<file path="src/rtl/fp_pipe_pkg.sv">
// Shared defaults for the FP pipeline registers: data/address widths and the
// destination-entry layout used by the write-back delay line.
package fp_pipe_pkg;

    localparam int DATA_W_DEF   = 32;
    localparam int ADDR_W_DEF   = 4;
    localparam int WB_DEPTH_DEF = 4;

    // Default-width destination entry; modules with other widths declare their own.
    typedef struct packed {
        logic                  v;
        logic [ADDR_W_DEF-1:0] ad;
    } dest_ent_t;

    // Width needed to count 0..depth valid entries.
    function automatic int cnt_w(input int depth);
        return $clog2(depth + 1);
    endfunction

endpackage

</file>
<file path="src/rtl/wb_delay_line.sv">
// Valid-tagged destination delay line from decode to write-back, with per-source
// RAW hazard compare against every stage and a registered in-flight count.
module wb_delay_line
    import fp_pipe_pkg::*;
#(
    parameter int ADDR_W   = ADDR_W_DEF,
    parameter int WB_DEPTH = WB_DEPTH_DEF,
    parameter int ZERO_REG = 0,
    parameter int CNT_W    = cnt_w(WB_DEPTH)
) (
    input  logic              Clock,
    input  logic              Reset,
    input  logic              adv,
    input  logic              ins_v,
    input  logic [ADDR_W-1:0] ins_ad,
    input  logic [ADDR_W-1:0] src1Ad,
    input  logic [ADDR_W-1:0] src2Ad,
    output logic [ADDR_W-1:0] ad0,
    output logic [ADDR_W-1:0] adp,
    output logic              wben,
    output logic              hazard1,
    output logic              hazard2,
    output logic [CNT_W-1:0]  inflight
);

    typedef struct packed {
        logic              v;
        logic [ADDR_W-1:0] ad;
    } ent_t;

    ent_t [WB_DEPTH-1:0] stg;
    ent_t [WB_DEPTH-1:0] stg_nxt;
    logic [CNT_W-1:0]    cnt_nxt;
    logic                zero_ins;
    logic                zero_s1;
    logic                zero_s2;

    // Address 0 as a null destination never enters the line as valid.
    assign zero_ins = (ZERO_REG != 0) && (ins_ad == '0);
    assign zero_s1  = (ZERO_REG != 0) && (src1Ad == '0);
    assign zero_s2  = (ZERO_REG != 0) && (src2Ad == '0);

    always_comb begin
        stg_nxt       = stg;
        stg_nxt[0].v  = ins_v & ~zero_ins;
        stg_nxt[0].ad = ins_ad;
        for (int k = 1; k < WB_DEPTH; k++)
            stg_nxt[k] = stg[k-1];
        cnt_nxt = '0;
        for (int k = 0; k < WB_DEPTH; k++)
            cnt_nxt = cnt_nxt + CNT_W'(stg_nxt[k].v);
    end

    always_ff @(posedge Clock or posedge Reset) begin
        if (Reset) begin
            stg      <= '0;
            inflight <= '0;
        end else if (adv) begin
            stg      <= stg_nxt;
            inflight <= cnt_nxt;
        end
    end

    // The last stage is compared too: the register file has no write-through.
    always_comb begin
        hazard1 = 1'b0;
        hazard2 = 1'b0;
        for (int k = 0; k < WB_DEPTH; k++) begin
            if (stg[k].v && stg[k].ad == src1Ad) hazard1 = 1'b1;
            if (stg[k].v && stg[k].ad == src2Ad) hazard2 = 1'b1;
        end
        if (zero_s1) hazard1 = 1'b0;
        if (zero_s2) hazard2 = 1'b0;
    end

    assign ad0  = stg[0].ad;
    assign adp  = stg[WB_DEPTH-1].ad;
    assign wben = stg[WB_DEPTH-1].v;

endmodule

</file>
<file path="src/rtl/pipe_stage_reg.sv">
// ID/EX pipeline register: operand and source-address capture with enables,
// stage-0 valid, and the destination delay line down to write-back.
module pipe_stage_reg
    import fp_pipe_pkg::*;
#(
    parameter int DATA_W   = DATA_W_DEF,
    parameter int ADDR_W   = ADDR_W_DEF,
    parameter int WB_DEPTH = WB_DEPTH_DEF,
    parameter int ZERO_REG = 0
) (
    input  logic                           Clock,
    input  logic                           Reset,
    input  logic                           stall,
    input  logic                           flush,
    input  logic                           inValid,
    input  logic                           src1AdEn,
    input  logic                           src2AdEn,
    input  logic                           op1En,
    input  logic                           op2En,
    input  logic                           destAdEn,
    input  logic [ADDR_W-1:0]              src1Ad,
    input  logic [ADDR_W-1:0]              src2Ad,
    input  logic [ADDR_W-1:0]              destAd,
    input  logic [DATA_W-1:0]              op1,
    input  logic [DATA_W-1:0]              op2,
    output logic [ADDR_W-1:0]              src1Adp,
    output logic [ADDR_W-1:0]              src2Adp,
    output logic [DATA_W-1:0]              op1p,
    output logic [DATA_W-1:0]              op2p,
    output logic                           validp,
    output logic [ADDR_W-1:0]              destAd0,
    output logic [ADDR_W-1:0]              destAdp,
    output logic                           destWbEn,
    output logic                           hazard1,
    output logic                           hazard2,
    output logic [$clog2(WB_DEPTH+1)-1:0]  inflight
);

    localparam int CNT_W = $clog2(WB_DEPTH + 1);

    logic adv;
    logic ins_v;

    assign adv   = ~stall;
    assign ins_v = inValid & destAdEn & ~flush;

    // Stall wins over flush: a flush seen during stall is simply lost.
    always_ff @(posedge Clock or posedge Reset) begin
        if (Reset) begin
            src1Adp <= '0;
            src2Adp <= '0;
            op1p    <= '0;
            op2p    <= '0;
            validp  <= 1'b0;
        end else if (adv) begin
            if (src1AdEn) src1Adp <= src1Ad;
            if (src2AdEn) src2Adp <= src2Ad;
            if (op1En)    op1p    <= op1;
            if (op2En)    op2p    <= op2;
            validp <= inValid & ~flush;
        end
    end

    wb_delay_line #(
        .ADDR_W   (ADDR_W),
        .WB_DEPTH (WB_DEPTH),
        .ZERO_REG (ZERO_REG),
        .CNT_W    (CNT_W)
    ) u_line (
        .Clock    (Clock),
        .Reset    (Reset),
        .adv      (adv),
        .ins_v    (ins_v),
        .ins_ad   (destAd),
        .src1Ad   (src1Ad),
        .src2Ad   (src2Ad),
        .ad0      (destAd0),
        .adp      (destAdp),
        .wben     (destWbEn),
        .hazard1  (hazard1),
        .hazard2  (hazard2),
        .inflight (inflight)
    );

endmodule

</file>
<file path="config.mk">
export PLATFORM = sky130hd
export DESIGN_NAME = pipe_stage_reg
export DESIGN_NICKNAME = d
export VERILOG_FILES = /design/src/rtl/fp_pipe_pkg.sv /design/src/rtl/wb_delay_line.sv /design/src/rtl/pipe_stage_reg.sv
export SDC_FILE = /design/constraint.sdc
export NUM_CORES = 1
export LEC_CHECK = 0
export CORE_MARGIN = 3
export CORE_UTILIZATION = 40
export DETAILED_ROUTE_END_ITERATION = 10
export PLACE_DENSITY_LB_ADDON = 0.2
export SETUP_SLACK_MARGIN = 0.1
export SYNTH_ARGS = -nofsm -noshare
export SYNTH_HDL_FRONTEND = slang
export SYNTH_SLANG_ARGS = --single-unit
</file>
<file path="constraint.sdc">
create_clock -name Clock -period 3.3 [get_ports Clock]
set_input_delay 0.495 -clock Clock [delete_from_list [all_inputs] [get_ports Clock]]
set_output_delay 0.495 -clock Clock [all_outputs]
set_load 0.01 [all_outputs]
</file>
Word-level counts from Yosys, hierarchy flattened --
Index checks and enable logic that the tools add are counted.
Storage, ports and cells: flip-flop bits (word level) 96, input bits 86, output and inout bits 87
Cells by class: add/sub/neg operators 3, equality and inequality tests 8, multiplexer cells 8, bitwise logic cells 5, reductions and logical operators 12
Operator list (number):
- $eq 4x4->1 | 8
- $logic_and 1x1->1 | 8
- $mux 1 | 8
- $reduce_and 2->1 | 4
- $add 3x1->3 | 2
- $and 1x1->1 | 3
- $add 1x1->2 | 1
- $not 1->1 | 2

Longest topological paths before layout --
word-level depth 6, gate-level depth with buffers 6

Cells and area by module --
From an unflattened synthesis, not the netlist that was laid out.
Second synthesis, totals: cell total of the unflattened synthesis 283, area, all modules 4440.5 sq um
Modules (own cells, without submodules):
- pipe_stage_reg | times used 1, cells an instance 164, area each 3065.4 sq um, seq. area each 1826.8 sq um
- wb_delay_line | times used 1, cells an instance 119, area each 1375.1 sq um, seq. area each 575.6 sq um

Worst setup path before layout --
Ideal clock, no wire load.
kind input to register, start point input port flush, end point register u_line.inflight[1], library setup time 125 ps, data arrival time 1837 ps, data required time 3175 ps, path slack 1338 ps, stages on the path 6, buffers on the path 0, cells stage by stage nand2b_1 -> nor2_1 -> ha_1 -> fa_1 -> ha_1 -> mux2_2
On the way: word-level cells in the longest chain between the ends 5
Ends and longest elaborated chain:
- start, declared | RTL line pipe_stage_reg.sv:14 | input logic flush,
- $not 1->1 | RTL line pipe_stage_reg.sv:45 | assign ins_v = inValid & destAdEn & ~flush;
- $and 1x1->1 | RTL line pipe_stage_reg.sv:45
- net ins_v | RTL line pipe_stage_reg.sv:42 | logic ins_v;
- $add 1x1->2 | RTL line wb_delay_line.sv:51 | cnt_nxt = cnt_nxt + CNT_W'(stg_nxt[k].v);
- $add 3x1->3 (2 in series) | RTL line wb_delay_line.sv:51
- net u_line.cnt_nxt[1] | RTL line wb_delay_line.sv:33 | logic [CNT_W-1:0] cnt_nxt;
- end signal, assigned | RTL line wb_delay_line.sv:60 | inflight <= cnt_nxt;
- end, declared | RTL line wb_delay_line.sv:23 | output logic [CNT_W-1:0] inflight
The timed path passes the listed nets, and every way through them passes these cells. A chain may end at the register's enable or synchronous reset.

Final worst setup path --
start point input port src2Ad[3], end point output port hazard2
On the way: word-level cells in the longest chain between the ends 6, elaborated cells between the ends (all ways) 12
Ends and longest elaborated chain:
- start, declared | RTL line pipe_stage_reg.sv:22 | input logic [ADDR_W-1:0] src2Ad,
- $eq 4x4->1 | RTL line wb_delay_line.sv:70 | if (stg[k].v && stg[k].ad == src2Ad) hazard2 = 1'b1;
- $logic_and 1x1->1 | RTL line wb_delay_line.sv:70
- $mux 1 (3 in series) | RTL line wb_delay_line.sv:70
- $mux 1 * | RTL line wb_delay_line.sv:70
- end, declared | RTL line pipe_stage_reg.sv:35 | output logic hazard2,
Every way passes the cells marked *; elsewhere a longest branch is shown, timed or not.

==> impl_results.rst <==
.. list-table::
   :header-rows: 1

   * - Metric
     - Value
   * - Result of the run
     - finished, final reports clean
   * - Violation count after the first detailed-route iteration
     - 74
   * - Clock Pin Slew Worst Setup and Hold Paths
     - 0.09 ns
   * - Max Fanout on Critical Path
     - 5
   * - Global-route wire length before repair
     - 16300 µm
   * - Max-slew violation count
     - 0
   * - Bufs on Longest Clock Path
     - 2
   * - Area post-placement
     - 0.00615 mm²
   * - Remaining antenna violation count after routing
     - 0
   * - Number of cells traversed by the worst register-to-register path
     - 4
   * - Final Setup Violations
     - 0
   * - Number of synthesized flops with an enable pin
     - 0
   * - CP delay by family, top
     - buffers and inverters
   * - Area added between synthesis and finish
     - 43.3%
   * - Cell with the most instances on the worst path
     - clkdlybuf4s50_1
   * - Hold Buf Count CTS
     - 0
   * - Worst skew pair latency
     - 0.35 ns
   * - Combined global-route utilization of all metal layers
     - 16.8%
   * - Inserted Clock Buffers
     - 9
   * - # rows
     - 37
   * - Antenna Cells
     - 0
   * - Routed WL
     - 10100 µm
   * - X dimension of the die
     - 111 µm
   * - Final hold violations
     - 0
   * - Switching power share of the total
     - 27.0%
   * - Comb power frac
     - 29.6%
   * - Total Power Consumption
     - 0.00307 W
   * - Setup repair after global routing missed its margin
     - no
   * - Worst path bufs/invs
     - 2
   * - Switching power
     - 0.000831 W
   * - DRC violations left
     - 0
   * - Worst reg2reg setup slack
     - 1.53 ns
   * - Initial core utilization
     - 41.9%
   * - Total leakage power
     - 2.73 nW
   * - Top flip-flop cell by instance count after synthesis
     - dfrtp_1
   * - Area contributors post-synth
     - dfrtp_1 (55%), mux2_4 (20%), mux2_2 (8.7%)
   * - Setup bufs post-CTS
     - 0
   * - Power density of the placed cells
     - 488 mW/mm²
   * - Cell at the slowest stage of the critical path
     - clkdlybuf4s50_1
   * - Longest individual stage delay on the worst path
     - 0.55 ns
   * - Cell depth of the worst min-delay path
     - 2
   * - Clock tree root driver cell
     - clkbuf_8
   * - Startpoint of the worst register-to-register path
     - u_line.stg[4]
   * - Endpoint of the worst-slack reg-to-reg timing path
     - u_line.inflight[1]
   * - Core Footprint
     - 0.0105 mm²
   * - Avg Inst Size Synth
     - 15.6 µm²
   * - Critical setup path kind
     - primary input to output port
   * - Cell internal power dissipation
     - 0.00224 W
   * - Die outline height
     - 111 µm
   * - Drt pass-1 iters
     - 4
   * - Number of cells produced by synthesis
     - 282
   * - Proportion of synthesized chip area in sequential cells
     - 54.6%
   * - GRT Residual Overflow
     - 0
   * - Min-Delay Endpoint
     - validp
   * - DR vias
     - 2742
   * - Startpoint class of the critical path
     - primary input
   * - Setup TNS
     - 0 ns
   * - Post-synthesis instance area
     - 0.00440 mm²
   * - Count of buffers from port buffering
     - 172
   * - Transition time of the tightest slew-check pin
     - 0.787 ns
   * - Filler instances
     - 856
   * - Hold slack
     - 0.502 ns
   * - I/O pin total
     - 173
   * - Final-stage net count
     - 530
   * - Final Cycle Share
     - 83.5%
   * - Fraction of layout cells with a size suffix above 1
     - 26.1%
   * - Final min period
     - 2.76 ns
   * - Vias in the first global route
     - 3032
   * - Synth cell types
     - 21
   * - Crit path required time
     - 2.80 ns
   * - Clk sink count
     - 96
   * - Finished Cell Area
     - 0.00631 mm²
   * - Storage cell area
     - 0.00240 mm²
   * - Max-capacitance violation count
     - 0
   * - CTS tree
     - built
   * - Proportion of power drawn by the clock network
     - 21.9%
   * - Cell-by-cell trace of the critical path
     - clkdlybuf4s50_1 -> xor2_1 -> nor3_1 -> nand3_1 -> nand4_1 -> clkdlybuf4s50_1
   * - Fmax
     - 363 MHz
   * - Worst min-delay path class
     - flip-flop to flip-flop
   * - Cell taking the most area after synthesis
     - dfrtp_1
   * - Proportion of netlist area held by the largest area contributor
     - 54.6%
   * - Critical hold path startpoint
     - validp
   * - Core occupancy in the finished layout
     - 60.0%
   * - Yosys synthesis warning count
     - 0
   * - Share of flip-flops with an asynchronous set or reset after synthesis
     - 100%
   * - Pin count of the biggest net entering global routing
     - 51
   * - Number of levels in the clock H-tree
     - 3
   * - Area of the die
     - 0.0123 mm²
   * - Synthesis-stage register bit count
     - 96
   * - Final estimated routing congestion in global placement
     - 0.791
   * - Arrival time of data at the critical path endpoint
     - 2.26 ns
   * - Peak supply drop
     - 0.000214 V
   * - Antenna violations before repair
     - 0
   * - WL per Instance
     - 17.4 µm
   * - Slew Limit Headroom
     - 47.5%
   * - Clock skew
     - 0.00662 ns
   * - Mapped Nets
     - 371
   * - Mean number of vias per cell
     - 4.73
   * - Multi-input gate area
     - 0.00179 mm²
   * - Endpoint kind of the worst setup timing path
     - output port
   * - Post-CTS resize count
     - 0
   * - Detail Placement HPWL
     - 7520 µm
   * - Share of total power in sequential cells
     - 48.4%
final cells by class:
class,instances,area share (%)
inverters,2,0.159
multi-input cells,157,28.3
repair buffers,175,28.2
flip-flops and latches,96,38.1
clock inverters,3,0.298
clock buffers,11,2.24
well taps,136,2.70
cells in the final DEF (no fill, tap or decap), drive strengths merged:
cell type,synthesis,routed
buf,27,4
clkbuf,0,11
clkdlybuf4s50,0,171
clkinv,0,2
dfrtp,96,96
fa,1,1
ha,2,2
inv,2,3
mux2,94,94
nand2,2,2
nand2b,1,1
nand3,8,8
nand4,2,2
nor2,1,1
nor2b,4,4
nor3,8,8
o21ai,1,1
o31ai,1,1
xnor2,8,8
xor2,24,24
registers in the layout, indices dropped and copies added, names as in the netlist, 3 cells and up:
name / flops
src2Adp: 4
op1p: 32
u_line.stg: 11
u_line.inflight: 3
u_line.ad0: 4
op2p: 32
u_line.adp: 4
src1Adp: 4
stage by stage:
step           instances  worst slack [ns]
2_1_floorplan        282             0.300
3_3_place_gp         566             0.598
3_5_place_dp         566             0.542
4_1_cts              580             0.538
5_1_grt              580             0.451
6_report             580             0.544
Yosys cell counts (2+ instances only):
cell     instances
inv_1            2
nor3_1           8
buf_4            9
mux2_2          34
buf_6           10
nor2b_4          2
nand4_1          2
nand2_1          2
xnor2_1          8
nor2b_1          2
buf_2            8
mux2_4          60
xor2_1          24
ha_1             2
nand3_1          8
dfrtp_1         96
power by group through the flow:
stage | Sequential [W] | Clock, W | Combinational (W)
CTS | 0.00149 | 0.000706 | 0.000926
global route | 0.00152 | 0.000751 | 0.000972
floorplan | 0.00155 | 0 | 0.000404
global placement | 0.00151 | 0 | 0.000909
finish | 0.00149 | 0.000673 | 0.000912
detailed placement | 0.00151 | 0 | 0.000925
worst max path at each step:
stage / endpoint / from / depth (start not counted) / slack (ns)
floorplan: op1p[0] / Reset / 1 / 0.30
global placement: hazard2 / src2Ad[2] / 6 / 0.60
detailed placement: hazard2 / src2Ad[3] / 6 / 0.54
CTS: hazard2 / src2Ad[3] / 6 / 0.54
global route: hazard2 / src2Ad[3] / 6 / 0.45
finish: hazard2 / src2Ad[3] / 6 / 0.54
worst reg2reg max path, stage by stage, from the launching register on:
cell and delay (ns):
dfrtp_1 0.45, ha_1 0.32, fa_1 0.36, ha_1 0.27
mux2_2 0.25
cells by family after synthesis:
| family | after synthesis | share of synthesized area [%] |
|---|---|---|
| AOI/OAI and AO/OA | 2 | 0.284 |
| buffers and inverters | 29 | 5.17 |
| and+or+nand+nor | 26 | 3.41 |
| adders and majority gates | 3 | 1.02 |
| xor gates and xnor gates | 32 | 6.37 |
| muxes | 94 | 29.2 |
| DFF | 96 | 54.6 |
metal layers:
| layer | part of all wire, % | routed length, µm | vias up | global-route usage [%] |
|---|---|---|---|---|
| met5 | 0 | 0 | - | 0 |
| met4 | 2.0 | 201 | 0 | 5.83 |
| met3 | 10 | 1020 | 16 | 7.64 |
| met2 | 48 | 4810 | 109 | 26.8 |
| met1 | 40 | 4050 | 1343 | 20.2 |
| li1 | - | - | 1274 | - |
(Power assumes the default switching activity.)
